==> config.mk <==
export PLATFORM = sky130hd
export DESIGN_NAME = aes_key_sched_ctrl
export DESIGN_NICKNAME = d
export VERILOG_FILES = /design/src/rtl/aes_key_sched_ctrl.sv
export SDC_FILE = /design/constraint.sdc
export NUM_CORES = 1
export LEC_CHECK = 0
export ABC_AREA = 1
export BUFFER_PORTS_ARGS = -buffer_cell sky130_fd_sc_hd__buf_2
export CAP_MARGIN = 20
export CORE_MARGIN = 3
export CORE_UTILIZATION = 51
export CTS_BUF_LIST = sky130_fd_sc_hd__clkbuf_16
export CTS_CLUSTER_DIAMETER = 200
export DETAILED_ROUTE_END_ITERATION = 16
export PLACE_DENSITY = 0.81
export SYNTH_ARGS = -nofsm -noshare
export SYNTH_HDL_FRONTEND = slang
export SYNTH_SLANG_ARGS = --single-unit
==> constraint.sdc <==
create_clock -name clk_i -period 8.7 [get_ports clk_i]
set_input_delay 0.435 -clock clk_i [delete_from_list [all_inputs] [get_ports clk_i]]
set_output_delay 0.435 -clock clk_i [all_outputs]
set_load 0.01 [all_outputs]
==> src/rtl/aes_key_sched_ctrl.sv <==
// AES-128 key-schedule controller: emits round keys 0..10 and shares an external SubWord unit.
// Optional abort input is compiled in with `define AES_KSC_ABORT_EN.
module aes_key_sched_ctrl (
  input  logic         clk_i,
  input  logic         rst_i,
  input  logic         start_i,
  input  logic [127:0] key_i,
  output logic         ready_o,
  output logic         sw_req_o,
  output logic [31:0]  sw_word_o,
  input  logic         sw_ack_i,
  input  logic [31:0]  sw_word_i,
  output logic         rk_valid_o,
  input  logic         rk_ready_i,
  output logic [127:0] rk_o,
  output logic [3:0]   rk_idx_o,
  output logic         done_o
`ifdef AES_KSC_ABORT_EN
  ,
  input  logic         abort_i
`endif
);

  typedef enum logic [1:0] {
    IDLE = 2'd0,
    OUT  = 2'd1,
    SUB  = 2'd2,
    EXP  = 2'd3
  } state_t;

  state_t      state, state_nxt;
  logic [31:0] w0, w1, w2, w3;
  logic [3:0]  idx;
  logic [7:0]  rcon;
  logic [31:0] sub;
  logic        done_q;
  logic        kill;

  logic [31:0] t, nw0, nw1, nw2, nw3;
  logic [7:0]  rcon_x;

`ifdef AES_KSC_ABORT_EN
  assign kill = abort_i && (state != IDLE);
`else
  assign kill = 1'b0;
`endif

  always_ff @(posedge clk_i or posedge rst_i) begin
    if (rst_i) state <= IDLE;
    else       state <= state_nxt;
  end

  always_comb begin
    state_nxt = state;
    case (state)
      IDLE: if (start_i)    state_nxt = OUT;
      OUT:  if (rk_ready_i) state_nxt = (idx == 4'd10) ? IDLE : SUB;
      SUB:  if (sw_ack_i)   state_nxt = EXP;
      EXP:                  state_nxt = OUT;
      default:              state_nxt = IDLE;
    endcase
    // abort outranks both handshakes
    if (kill) state_nxt = IDLE;
  end

  always_comb begin
    t      = sub ^ {rcon, 24'h0};
    nw0    = w0 ^ t;
    nw1    = w1 ^ nw0;
    nw2    = w2 ^ nw1;
    nw3    = w3 ^ nw2;
    rcon_x = {rcon[6:0], 1'b0} ^ (rcon[7] ? 8'h1b : 8'h00);
  end

  always_ff @(posedge clk_i or posedge rst_i) begin
    if (rst_i) begin
      w0     <= '0;
      w1     <= '0;
      w2     <= '0;
      w3     <= '0;
      idx    <= '0;
      rcon   <= 8'h01;
      sub    <= '0;
      done_q <= 1'b0;
    end else begin
      done_q <= 1'b0;
      case (state)
        IDLE: begin
          if (start_i) begin
            {w0, w1, w2, w3} <= key_i;
            idx              <= '0;
            rcon             <= 8'h01;
          end
        end
        OUT: begin
          if (rk_ready_i && (idx == 4'd10) && !kill) done_q <= 1'b1;
        end
        SUB: begin
          if (sw_ack_i && !kill) sub <= sw_word_i;
        end
        EXP: begin
          if (!kill) begin
            {w0, w1, w2, w3} <= {nw0, nw1, nw2, nw3};
            idx              <= idx + 4'd1;
            rcon             <= rcon_x;
          end
        end
        default: ;
      endcase
    end
  end

  assign ready_o    = (state == IDLE);
  assign rk_valid_o = (state == OUT);
  assign sw_req_o   = (state == SUB);
  assign sw_word_o  = {w3[23:0], w3[31:24]};
  assign rk_o       = {w0, w1, w2, w3};
  assign rk_idx_o   = idx;
  assign done_o     = done_q;

endmodule
# Yosys cells after proc, flatten, opt, wreduce, memory -nomap -nowiden
# Cells that the tools add are included.
# word_totals
output_inout_bits,168
word_cells,49
regBits,175
# op_classes
bitwise_logic,6
addsub,1
mux,20
n_reduce_logical,6
eq_ne,7
# ops
cell,count
$pmux 32 s2,4
$xor 32x32->32,5
$mux 32,4
$pmux 8 s2,1
$mux 2,4
$mux 8,1
$pmux 2 s4,1
$pmux 4 s2,1
$xor 8x5->8,1
$mux 5,1
$add 4x1->4 const B,1
$eq 2x2->1 const B,2
$eq 4x4->1 const B,1
$mux 4,1
$ne 2x1->1 const B,2
$reduce_and 2->1,2
$reduce_and 3->1,1
$eq 2x1->1 const B,1
$logic_not 2->1,1
$mux 1,2
$ne 2x2->1 const B,1
$reduce_bool 2->1,1
$logic_and 1x1->1,1

# Logic depth before layout (Yosys ltp)
# logic_depth
word_depth,6
depth_mapped,13

# Least setup slack after synthesis
# No wires, ideal clock.
# synth_path
kind,flip-flop to flip-flop
start,register state[0]
end,register w1[10]
path_buffers,2
path_stages_with_launch,12
period_less_slack_ns,1.703
slack_ns,6.997
t_arrival_ns,1.573
setup_time_ns,0.130
cell_sequence,dfrtp_1 inv_1 ha_1 inv_1 nor2_2 inv_2 nand2_4 nand2_4 buf_4 buf_2 o211ai_1 o21ai_1
# synth_between
elab_chain_cells,3
elab_cells_between_ends,6
cone_classes,eq/ne: 2; mux: 1; reduce/logical: 3
# synth_rtl
element,line,text
"start, declared",31,"state_t state, state_nxt;"
"start signal, assigned",50,else state <= state_nxt;
$logic_not 2->1 *,--,
net ready_o,8,"output logic ready_o,"
$ne 2x2->1 (no source line) / $reduce_bool 2->1 (equally long branches),--,
$reduce_and 2->1 (no source line),--,
"end signal, assigned",90,"{w0, w1, w2, w3} <= key_i;"
"end signal, assigned",103,"{w0, w1, w2, w3} <= {nw0, nw1, nw2, nw3};"
"end, declared",32,"logic [31:0] w0, w1, w2, w3;"
# The timed path passes the listed nets; every way through them passes the cells marked *.
# A chain may end at the register's enable or synchronous reset.

# Final worst setup path
# layout_path
start,register state[0]
end,register w0[21]
# layout_between
elab_chain_cells,3
elab_cells_between_ends,6
cone_classes,eq/ne: 2; mux: 1; reduce/logical: 3
# layout_rtl
element,line,text
$eq 2x2->1 / $logic_not 2->1 (equally long branches),87,case (state)
$reduce_bool 2->1 (no source line) / $ne 2x2->1 (equally long branches),--,
$reduce_and 2->1 (no source line),--,
"end signal, assigned",90,
"end signal, assigned",103,
"end, declared",32,
# Parallel ways exist; a longest one is shown, timed or not.

==> flow_summary.toml <==
[synthesis]
synth_area_leaders = "dfrtp_1, nand2_1, nand3_1"
synthCells = 1283
yosysSeqAreaShare_pct = 45.02
ys_ff_latch = 175
synth.distinct_cells = 27
yosysTopAreaCellShare_pct = 44.75
synth_nets = 1455
yosysTopAreaCell = "dfrtp_1"
avgSynthCellArea_um2 = 7.584
synth_warnings = 0
syn_area_um2 = 9731

[cts]
cts_tree = "built"
clk_pin_slew_worst_paths_ns = 0.07
clock_sinks = 175
clock_latency_ns = 0.44
cts_buffer_depth = 2
cts-root-buf = "clkbuf_16"
cts_made_buffers = 17
holdBufCountCts = 0
htree_levels = 4
ctsResizeCount = 0
postCtsSetupBuffers = 0

[placement]
io_buffers = 332
dp_hpwl_um = 22240
gp_congestion = 0.9373

[setup_path]
arrival_ns = 3.72
max_stage_delay_ns = 0.90
critPathBufInv = 1
endpoint_kind = "flip-flop"
critical_path_class = "reg2reg"
worstSetupStartpointType = "flip-flop"
crit_fanout = 113
cpMaxStageDelayCell = "buf_4"
crit_required_ns = 9.05
crit_family = "buffers and inverters"
path_cells = "ha_4, nand2_4, nand2_8, buf_4, o21ai_0, o22ai_1"
crit_path_start = "state[0]$_DFFE_PP0P_"
rr_startpoint = "state[0]$_DFFE_PP0P_"

[timing]
fin_hold_ws_ns = 0.2129
relSlewSlack_pct = 27.94
rsz0062_at_grt = "no"
finalCriticalPeriod_ns = 3.367
slew_viol_final = 0
finClkSkew_ns = 0.01514
worst_pin_slew_ns = 1.081
final_hold_viol_count = 0
tns_ns = 0
finalSetupViolations = 0
period_share_pct = 38.70
fmax_ghz = 0.2970

[floorplanning]
fp.dieH_um = 144.1
die_area_um2 = 20770
die_w_um = 144.1
rows = 49
start_util_pct = 53.08
ios = 333
core_area_um2 = 18330

[cells_and_area]
area_delta_synth_final_pct = 21.38
fill_cells = 1545
fin_nets = 1719
final_layout_size_suffix_gt1_share_pct = 24.10

[global_route]
grt_pass1_wl_um = 47820
grt.total_usage_pct = 29.28
grt_max_degree = 114
antenna_found_initial = 7
grt_pass1_vias = 9253
grt-ovfl-total = 0

[detailed_routing]
drt-pass1-iter-count = 5
maxUsedRoutingLayer = "met5"
wire_per_inst_um = 17.22
wl_met2_um = 14280
viasPerCell = 5.504
ant_nets = 0
num_vias = 9863
wl_met3_um = 2774
wl_met1_um = 12900
wl_um = 30860
drtIter0Drc = 823
remaining_drc_errors = 0

[power_and_ir_drop]
static-leakage-power_nw = 6.401
vdd_drop_max_v = 0.0002492
power_w = 0.005071
powerDensity_nw_per_um2 = 429.3

[min_path]
min_path_type = "in2reg"
hp-start = "key_i[6]"

[job]
drv_cap = 0

[status]
status = "completed"
synthesized netlist by cell type:
master    number
a21oi_1       43
o22ai_1       47
dfrtp_1      174
nor2_2         2
mux2i_1        2
clkbuf_1      35
buf_1          2
buf_2         22
o211ai_1      24
nand2_1      297
nand2_2        1
ha_1           7
buf_4         36
xnor2_1        3
nand4_1        1
a22oi_1       28
dfstp_2        1
or2_0          4
inv_1        162
nand3_1      137
a221oi_1       1
nand2_4        2
o21ai_0       71
o21ai_1       26
nor2_1       104
inv_2          3
xor2_1        48
flip-flops by register name, summed over array words and instances, names as in the netlist:
signal and count:
state 2, rk_idx_o 4, w1 32, w2 32
rcon 8, w3 32, w0 32, done_o 1
sub 32
stage by stage:
stage	utilization, %	setup WS [ns]	std cells	instance area, um2
final	64.43	5.333	1792	11810
after global routing	64.43	4.946	1792	11810
after CTS	64.19	5.327	1787	11770
after detailed placement	61.28	5.350	1755	11230
after global placement	61.28	5.523	1755	11230
after floorplan	-	3.521	1283	9731
final cells by class:
class | instances | area, um2 | share of cell area [%]
flip-flops and latches | 175 | 4380 | 37.09
multi-input cells | 848 | 4235 | 35.86
repair buffers | 340 | 1744 | 14.77
inverters | 165 | 624.3 | 5.286
clock buffers | 17 | 425.4 | 3.602
well taps | 229 | 286.5 | 2.426
clock inverters | 15 | 107.6 | 0.9110
diodes | 3 | 7.507 | 0.06356
kinds of logic (layout without fill, tap and decap cells):
| kind of cell | Yosys count | in the layout | synth area share, % |
|---|---|---|---|
| AOI/OAI and AO/OA | 240 | 240 | 14.32 |
| xor gates and xnor gates | 51 | 51 | 4.590 |
| adders and majority gates | 7 | 7 | 0.9000 |
| buffers and inverters | 260 | 537 | 11.70 |
| DFF | 175 | 175 | 45.02 |
| muxes | 2 | 2 | 0.2057 |
| other | 0 | 3 | 0 |
| and+or+nand+nor | 548 | 548 | 23.26 |
where the power goes:
| part | switching [W] | internal (W) | leakage [nW] |
|---|---|---|---|
| Clock | 0.000330 | 0.000387 | 0.268 |
| Sequential | 0.000324 | 0.00121 | 2.09 |
| Combinational | 0.00186 | 0.000959 | 4.04 |
worst min-delay path: cells and delay by family:
kind / cells / cell delay (ns)
buf+inv: 1 / 0.08
simple gates: 2 / 0.10
layer usage:
metal,up-vias,track usage [%]
li1,4660,-
met1,4619,41.73
met2,509,44.44
met3,67,6.680
met4,8,9.867
met5,-,0
cell usage in the layout, fill, tap and decap left out, types with 28 or more instances in the layout:
master / netlist / layout
a21oi_1: 43 / 43
a22oi_1: 28 / 28
buf_2: 22 / 332
dfrtp_1: 174 / 174
inv_1: 162 / 163
nand2_1: 297 / 296
nand3_1: 137 / 137
nor2_1: 104 / 104
o21ai_0: 71 / 71
o22ai_1: 47 / 47
xor2_1: 48 / 48
worst paths after layout:
kind	to	slack, ns	depth (start not counted)
max	w0[21]$_DFFE_PP0P_	5.33	6
min	w3[6]$_DFFE_PP0P_	0.21	3
max reg2reg	w0[21]$_DFFE_PP0P_	5.33	6
min reg2reg	sub[14]$_DFFE_PP0P_	0.53	2
max in group asynchronous	w3[23]$_DFFE_PP0P_	6.63	5
min in group asynchronous	w0[19]$_DFFE_PP0P_	0.47	3
Note: power is estimated with default switching activity, not from simulation.
